===== config.mk =====
export PLATFORM = sky130hd
export DESIGN_NAME = rob_flush_walker
export DESIGN_NICKNAME = d
export VERILOG_FILES = /design/src/rtl/rob_flush_walker_pkg.sv /design/src/rtl/rob_flush_walker_kill_lanes.sv /design/src/rtl/rob_flush_walker.sv
export SDC_FILE = /design/constraint.sdc
export NUM_CORES = 1
export LEC_CHECK = 0
export ABC_AREA = 1
export CORE_UTILIZATION = 35
export CTS_BUF_LIST = sky130_fd_sc_hd__clkbuf_4
export DETAILED_ROUTE_END_ITERATION = 16
export PLACE_DENSITY_LB_ADDON = 0.2
export SLEW_MARGIN = 20
export SYNTH_ARGS = -nofsm -noshare
export SYNTH_HDL_FRONTEND = slang
export SYNTH_HIERARCHICAL = 1
export SYNTH_SLANG_ARGS = --single-unit

===== constraint.sdc =====
create_clock -name clk -period 14.2 [get_ports clk]
set_input_delay 2.13 -clock clk [delete_from_list [all_inputs] [get_ports clk]]
set_output_delay 2.13 -clock clk [all_outputs]
set_load 0.05 [all_outputs]

===== src/rtl/rob_flush_walker_pkg.sv =====
// Shared types and helpers for the ROB mispredict flush walker.
package rob_flush_walker_pkg;

  localparam int ROB_PTR_W = 7;
  localparam int ROB_DEPTH = 2 ** (ROB_PTR_W - 1);

  typedef logic [ROB_PTR_W-1:0] rob_ptr_t;

  typedef enum logic [1:0] {
    IDLE = 2'd0,
    WALK = 2'd1,
    DONE = 2'd2
  } walk_state_e;

  // Age of a pointer relative to the ROB head; the wrap bit makes this unambiguous.
  function automatic rob_ptr_t rob_age(input rob_ptr_t ptr, input rob_ptr_t head);
    return ptr - head;
  endfunction

endpackage


===== src/rtl/rob_flush_walker_kill_lanes.sv =====
// Combinational kill-lane generator: strobes and indices for the next n entries below walk_ptr.
module rob_kill_lanes
  import rob_flush_walker_pkg::*;
#(
  parameter int PTR_W  = ROB_PTR_W,
  parameter int WALK_W = 4
) (
  input  logic [PTR_W-1:0]            walk_ptr,
  input  logic [PTR_W-1:0]            remaining,
  output logic [WALK_W-1:0]           kill_en,
  output logic [WALK_W*(PTR_W-1)-1:0] kill_idx,
  output logic [PTR_W-1:0]            n
);

  localparam int IDX_W = PTR_W - 1;

  assign n = (remaining < PTR_W'(WALK_W)) ? remaining : PTR_W'(WALK_W);

  for (genvar k = 0; k < WALK_W; k++) begin : g_lane
    logic [PTR_W-1:0] lane_ptr;
    assign lane_ptr                 = walk_ptr - PTR_W'(k + 1);
    assign kill_en[k]               = (PTR_W'(k) < n);
    // Idle lanes drive index 0 so the bus is quiet outside the walk.
    assign kill_idx[k*IDX_W +: IDX_W] = kill_en[k] ? lane_ptr[IDX_W-1:0] : '0;
  end

endmodule


===== src/rtl/rob_flush_walker.sv =====
// Mispredict flush walker: squashes ROB entries younger than the branch, then restores the tail.
// Optional counters enabled by defining FLUSH_STATS_EN.
module rob_flush_walker
  import rob_flush_walker_pkg::*;
#(
  parameter int PTR_W  = ROB_PTR_W,
  parameter int WALK_W = 4
) (
  input  logic                        clk,
  input  logic                        rst_n,
  input  logic                        flush,
  input  logic [PTR_W-1:0]            flush_pos,
  input  logic [PTR_W-1:0]            rob_head,
  input  logic [PTR_W-1:0]            rob_tail,
  output logic [WALK_W-1:0]           kill_en,
  output logic [WALK_W*(PTR_W-1)-1:0] kill_idx,
  output logic                        tail_load,
  output logic [PTR_W-1:0]            new_tail,
  output logic                        stall_front,
  output logic                        flush_done,
  output logic                        busy
`ifdef FLUSH_STATS_EN
  ,
  output logic [15:0]                 stat_flushes,
  output logic [23:0]                 stat_squashed
`endif
);

  walk_state_e      state_q, state_d;
  logic [PTR_W-1:0] walk_ptr_q, target_q;
  logic [PTR_W-1:0] flush_tgt, remaining, lane_rem, n;
  logic             retarget;

  assign flush_tgt = flush_pos + PTR_W'(1);
  assign remaining = rob_age(walk_ptr_q, rob_head) - rob_age(target_q, rob_head);
  assign lane_rem  = (state_q == WALK) ? remaining : '0;

  // An older mispredict during the walk pulls the target back; younger ones are already covered.
  assign retarget  = (state_q == WALK) && flush &&
                     (rob_age(flush_tgt, rob_head) < rob_age(target_q, rob_head));

  rob_kill_lanes #(.PTR_W(PTR_W), .WALK_W(WALK_W)) u_lanes (
    .walk_ptr  (walk_ptr_q),
    .remaining (lane_rem),
    .kill_en   (kill_en),
    .kill_idx  (kill_idx),
    .n         (n)
  );

  always_comb begin
    state_d     = state_q;
    tail_load   = 1'b0;
    flush_done  = 1'b0;
    new_tail    = '0;
    busy        = (state_q != IDLE);
    stall_front = (state_q != IDLE) | flush;
    case (state_q)
      IDLE: if (flush) state_d = (rob_tail == flush_tgt) ? DONE : WALK;
      WALK: if (!retarget && (remaining == n)) state_d = DONE;
      DONE: begin
        tail_load  = 1'b1;
        flush_done = 1'b1;
        new_tail   = target_q;
        state_d    = IDLE;
      end
      default: state_d = IDLE;
    endcase
  end

  always_ff @(posedge clk or negedge rst_n) begin
    if (!rst_n) begin
      state_q    <= IDLE;
      walk_ptr_q <= '0;
      target_q   <= '0;
    end else begin
      state_q <= state_d;
      if (state_q == IDLE && flush) begin
        target_q   <= flush_tgt;
        walk_ptr_q <= rob_tail;
      end else if (state_q == WALK) begin
        walk_ptr_q <= walk_ptr_q - n;
        if (retarget) target_q <= flush_tgt;
      end
    end
  end

`ifdef FLUSH_STATS_EN
  function automatic logic [15:0] sat_inc16(input logic [15:0] v);
    return (&v) ? v : v + 16'd1;
  endfunction

  function automatic logic [23:0] sat_add24(input logic [23:0] v, input logic [23:0] d);
    logic [24:0] s;
    s = {1'b0, v} + {1'b0, d};
    return s[24] ? '1 : s[23:0];
  endfunction

  always_ff @(posedge clk or negedge rst_n) begin
    if (!rst_n) begin
      stat_flushes  <= '0;
      stat_squashed <= '0;
    end else begin
      if (flush_done) stat_flushes <= sat_inc16(stat_flushes);
      stat_squashed <= sat_add24(stat_squashed, 24'($countones(kill_en)));
    end
  end
`endif

endmodule

Yosys cells after proc, flatten, opt, wreduce, memory -nomap -nowiden
Cells that the tools add are included.
Storage, ports and cells
  register bits: 16
  output and inout port bits: 39
Operators by class
  multiplexer cells: 17
  add/sub/neg operators: 10
  bitwise logic cells: 1
  reduce and logical (&&, ||, !) cells: 11
  eq/ne operators: 6
  $lt $le $gt $ge: 6
Operator list (count)
  $mux W7: 8
  $sub A7 B7 Y7: 5
  $mux W6: 4
  $eq A7 B7 Y1: 2
  $lt A1 B7 Y1 const A: 2
  $lt A2 B7 Y1 const A: 2
  $sub A6 B2 Y6 const B: 2
  $add A7 B1 Y7 const B: 1
  $lt A7 B3 Y1 const B: 1
  $lt A7 B7 Y1: 1
  $mux W2: 3
  $reduce_bool A2 Y1: 3
  $sub A6 B1 Y6 const B: 1
  $sub A6 B3 Y6 const B: 1
  $logic_and A1 B1 Y1: 4
  $ne A2 B2 Y1 const B: 2
  $pmux W2 S2: 1
  $reduce_and A2 Y1: 2
  $eq A2 B1 Y1 const B: 1
  $eq A2 B2 Y1 const B: 1
  $logic_not A2 Y1: 1
  $logic_not A1 Y1: 1
  $mux W1: 1
  $or A1 B1 Y1: 1

Depth between registers and ports, before layout
  depth after elaboration: 9
  mapped depth: 34
  depth with buffers taken out: 34

By module
The synthesis kept the hierarchy.
By module, submodules not included
  rob_flush_walker: times used 1, area each 2507.4 um^2, cells each 386, seq. area each 400.4 um^2
  rob_kill_lanes: times used 1, area each 528.0 um^2, cells each 95, seq. area each 0.0 um^2

Least setup slack after synthesis
Ideal clock, no wire load.
  kind: input to output
  start: input rob_head[2]
  end: output kill_idx[0]
  arrival: 5.995 ns
  cell stages on the path: 21
  buffers on the path: 0
  slack: 6.075 ns
  path through: inv_1 ha_1 a21o_1 a31oi_1 inv_1 a21oi_1 o21bai_1 xnor2_1 inv_1 fa_1 inv_1 ha_1 a21oi_1 nand2_1 nor2b_1 nand3_1 a21oi_1 nor2_4 nand4_2 nor2_4 nor2_1
Between the ends
  word-level cells in the longest chain between the ends: 7
RTL lines
  start: declaration: line rob_flush_walker.sv:13  | input logic [PTR_W-1:0] rob_head,
  $sub A7 B7 Y7: line rob_flush_walker_pkg.sv:17  | return ptr - head;
  $sub A7 B7 Y7 (*): line rob_flush_walker.sv:35  | assign remaining = rob_age(walk_ptr_q, rob_head) - rob_age(target_q, rob_head);
  $mux W7 (*): line rob_flush_walker.sv:36  | assign lane_rem = (state_q == WALK) ? remaining : '0;
  net lane_rem[6]: line rob_flush_walker.sv:31  | logic [PTR_W-1:0] flush_tgt, remaining, lane_rem, n;
  $lt A7 B3 Y1: line rob_flush_walker_kill_lanes.sv:17  | assign n = (remaining < PTR_W'(WALK_W)) ? remaining : PTR_W'(WALK_W);
  $mux W7 (*): line rob_flush_walker_kill_lanes.sv:17
  $lt A1 B7 Y1 (*): line rob_flush_walker_kill_lanes.sv:22  | assign kill_en[k] = (PTR_W'(k) < n);
  $mux W6 (*): line rob_flush_walker_kill_lanes.sv:24  | assign kill_idx[k*IDX_W +: IDX_W] = kill_en[k] ? lane_ptr[IDX_W-1:0] : '0;
  end: declaration: line rob_flush_walker.sv:16  | output logic [WALK_W*(PTR_W-1)-1:0] kill_idx,
Mark *: on every way through the listed nets, which the timed path passes. The rest lies on a longest branch.

Final worst setup path
  start: input rob_head[2]
  end: output kill_idx[21]
Between the ends
  word-level cells in the longest chain between the ends: 7
RTL lines (line)
  $sub A7 B7 Y7: rob_flush_walker_pkg.sv:17
  $sub A7 B7 Y7 (*): rob_flush_walker.sv:35
  $mux W7 (*): rob_flush_walker.sv:36
  net lane_rem[6]: rob_flush_walker.sv:31
  $lt A7 B3 Y1 (*): rob_flush_walker_kill_lanes.sv:17
  $mux W7 (*): rob_flush_walker_kill_lanes.sv:17
  net n[2]: rob_flush_walker.sv:31
  $lt A2 B7 Y1 (*): rob_flush_walker_kill_lanes.sv:22
  $mux W6 (*): rob_flush_walker_kill_lanes.sv:24
Marked as above.

==> impl_metrics.ini <==
[sta]
worst_hold_slack_ps = 588
period_minus_slack_ps = 9090
hold_viol_final = 0
fmax_mhz = 110
fin_skew_ps = 6.58
tightest_slew_ps = 763
setup_viol = 0
finalSetupTns_ps = 0
post-route-period-util = 0.640
grt_setup_unrepaired = false
slew_violations = 0
slew_headroom = 0.490

[clock_network]
postCtsSetupBuffers = 0
cts_resized = 0
clock_latency_ps = 290
cts_buffers = 3
cts_tree = built
hold_buffers = 0
cts_max_path_buffers = 2
htreeDepth = 1
clk_pin_slew_ps = 90
ctsRootBufferMaster = clkbuf_4
cts_num_sinks = 16

[placement]
place_inst = 644
gp_congestion = 0.908
dp_hpwl_um = 6810
io_buffers = 62

[floorplanning]
die-width_um = 95.1
io_pins = 63
placementRows = 33
die-area_sq_um = 9050
dieHeight_um = 95.1
start_util = 0.366
coreArea_sq_um = 8300

[synthesis]
async_flop_share = 1.00
yosysSeqAreaShare = 0.132
yosys_warnings = 6
synth_seq_cells = 16
synth_edf_count = 0
synth_cell_types = 37
synth.cell_area_sq_um = 3040
synth_ff_type = dfrtp_1
avgSynthCellArea_sq_um = 6.31
postSynthCellCount = 481

[worst_setup_path]
critPathBufInv = 8
critPathRequiredTime_ps = 12070
crit_path_cell_trace = clkdlybuf4s50_1, inv_1, ha_1, a21o_1, a31oi_1, inv_1, a21oi_1, o21bai_1, xnor2_1, inv_1, fa_1, inv_1, ha_1, a21oi_1, nand2_1, nor2b_1, nand3_1, a21oi_1, nor2_4, nand3_4, inv_2, or2_1, inv_1, clkdlybuf4s50_1
worstPathArrival_ps = 6960
cp_max_fo = 12
worst_setup_path_end_kind = output port
crit_type = in -> out
cpMaxStageDelayCell = clkdlybuf4s50_1
critPathMostFrequentCell = inv_1
cp_top_family = buffers and inverters
slowest_delay_ps = 790
cp-start-kind = primary input

[routing]
viasPerCell = 4.76
firstDrtPassIters = 4
drt_iter0_markers = 134
via_count = 3084
routed_wl_um = 7920
drc = 0
wl_per_cell_um = 12.2
ant_nets = 0

[finish]
insertedDiodeCount = 0
stdcell_count = 648
area_delta_synth_final_pct = 24.3
fillers = 883
multi_input_area_sq_um = 2210
drive_gt1_frac = 0.0608
fin_nets = 611
ff_latch_area_sq_um = 400

[grt]
grt_max_degree = 17
first_global_vias = 2822
overflow = 0
grt_pass1_wl_um = 12800
antenna_found_initial = 0
track_usage = 0.182

[job]
maxCapViolCount = 0

[status]
status = finished clean

[min_path]
hold_class = reg -> reg
## sequential cells by signal, summed over array words and instances, names as in the netlist
signal and count:
target_q 7, walk_ptr_q 7, state_q 2
## worst paths after layout
check	from	to	slack [ps]	cells past startpoint
min reg2reg	target_q[5]	target_q[5]	590	2
min	target_q[5]	target_q[5]	590	2
max reg2reg	target_q[2]	walk_ptr_q[5]	8830	31
max	rob_head[2]	kill_idx[21]	5110	24
min in group asynchronous	rst_n	walk_ptr_q[2]	2280	1
max in group asynchronous	rst_n	target_q[5]	11440	1
## final cells by class
class,instances,share of cell area
clock inverter,1,0.000995
timing repair buffer,62,0.165
sequential,16,0.106
multi-input combinational,359,0.586
inverter,102,0.101
tap,105,0.0348
clock buffer,3,0.00597
## metal layers
layer,wire (um),share of wire,vias to the layer above,GRT usage
met3,217,0.027,4,0.0152
met2,3690,0.47,42,0.305
li1,-,-,1617,-
met1,3960,0.50,1421,0.255
met4,54,0.0068,0,0.0341
met5,0,0,-,0
## cells in the final DEF, fill, tap and decap left out
| cell | synthesis | layout |
|---|---|---|
| nand2_1 | 125 | 125 |
| o221ai_1 | 5 | 5 |
| nor2_4 | 5 | 5 |
| o21ai_0 | 6 | 6 |
| nand2_4 | 1 | 1 |
| o211ai_1 | 1 | 1 |
| nor2b_1 | 1 | 1 |
| nand4_1 | 8 | 8 |
| xor2_1 | 16 | 16 |
| or2_1 | 1 | 1 |
| ha_1 | 36 | 36 |
| dfrtp_1 | 16 | 16 |
| clkdlybuf4s50_1 | 0 | 62 |
| conb_1 | 1 | 4 |
| clkinv_1 | 0 | 1 |
| a21oi_2 | 2 | 2 |
| fa_1 | 7 | 7 |
| a2111oi_2 | 1 | 1 |
| a31oi_1 | 1 | 1 |
| o21bai_1 | 2 | 2 |
| a21oi_1 | 22 | 22 |
| xnor2_1 | 11 | 11 |
| clkbuf_4 | 0 | 3 |
| nand3_1 | 30 | 30 |
| nand3b_1 | 3 | 3 |
| o21ai_2 | 6 | 6 |
| nor2_2 | 1 | 1 |
| nand3_2 | 2 | 2 |
| nor2_1 | 53 | 53 |
| nor3_1 | 1 | 1 |
| inv_1 | 97 | 97 |
| nand2_2 | 4 | 4 |
| nand3_4 | 1 | 1 |
| inv_2 | 5 | 5 |
| or2_2 | 1 | 1 |
| nand4_2 | 1 | 1 |
| a21o_1 | 1 | 1 |
## per-stage QoR
| step | util | setup slack [ps] | cell area, sq um |
|---|---|---|---|
| after floorplan | - | 6070 | 3050 |
| after global placement | 0.451 | 5210 | 3750 |
| after detailed placement | 0.451 | 5110 | 3750 |
| after CTS | 0.455 | 5100 | 3770 |
| after global routing | 0.455 | 4770 | 3770 |
| final | 0.455 | 5110 | 3770 |
## worst min-delay path, stage by stage (launching register included)
cell     delay [ps]
dfrtp_1         400
inv_1           100
o21ai_2          60
## synth_stat cells, types with 2 or more instances
master,n,share of area
xor2_1,16,0.046
nand3_1,30,0.049
nor2_4,5,0.019
nand2_1,125,0.15
nand3_2,2,0.0066
o21bai_1,2,0.0049
nand4_1,8,0.016
o21ai_0,6,0.0099
a21oi_2,2,0.0058
inv_1,97,0.12
o221ai_1,5,0.014
xnor2_1,11,0.032
inv_2,5,0.0062
fa_1,7,0.046
nand2_2,4,0.0082
dfrtp_1,16,0.13
nand3b_1,3,0.0074
ha_1,36,0.15
o21ai_2,6,0.017
nor2_1,53,0.066
a21oi_1,22,0.036
buf_4,5,0.012
## cells by family after synthesis
kind of cell	synth area share
flip-flops	0.132
buffers and inverters	0.143
AO/OA/AOI/OAI	0.101
AND/OR/NAND/NOR	0.350
adder cells (fa/ha/maj)	0.195
other	0.00124
XOR/XNOR	0.0779
Power is not shown: default switching activity piles up to over one toggle a cycle in this logic, so the estimate is an artifact.
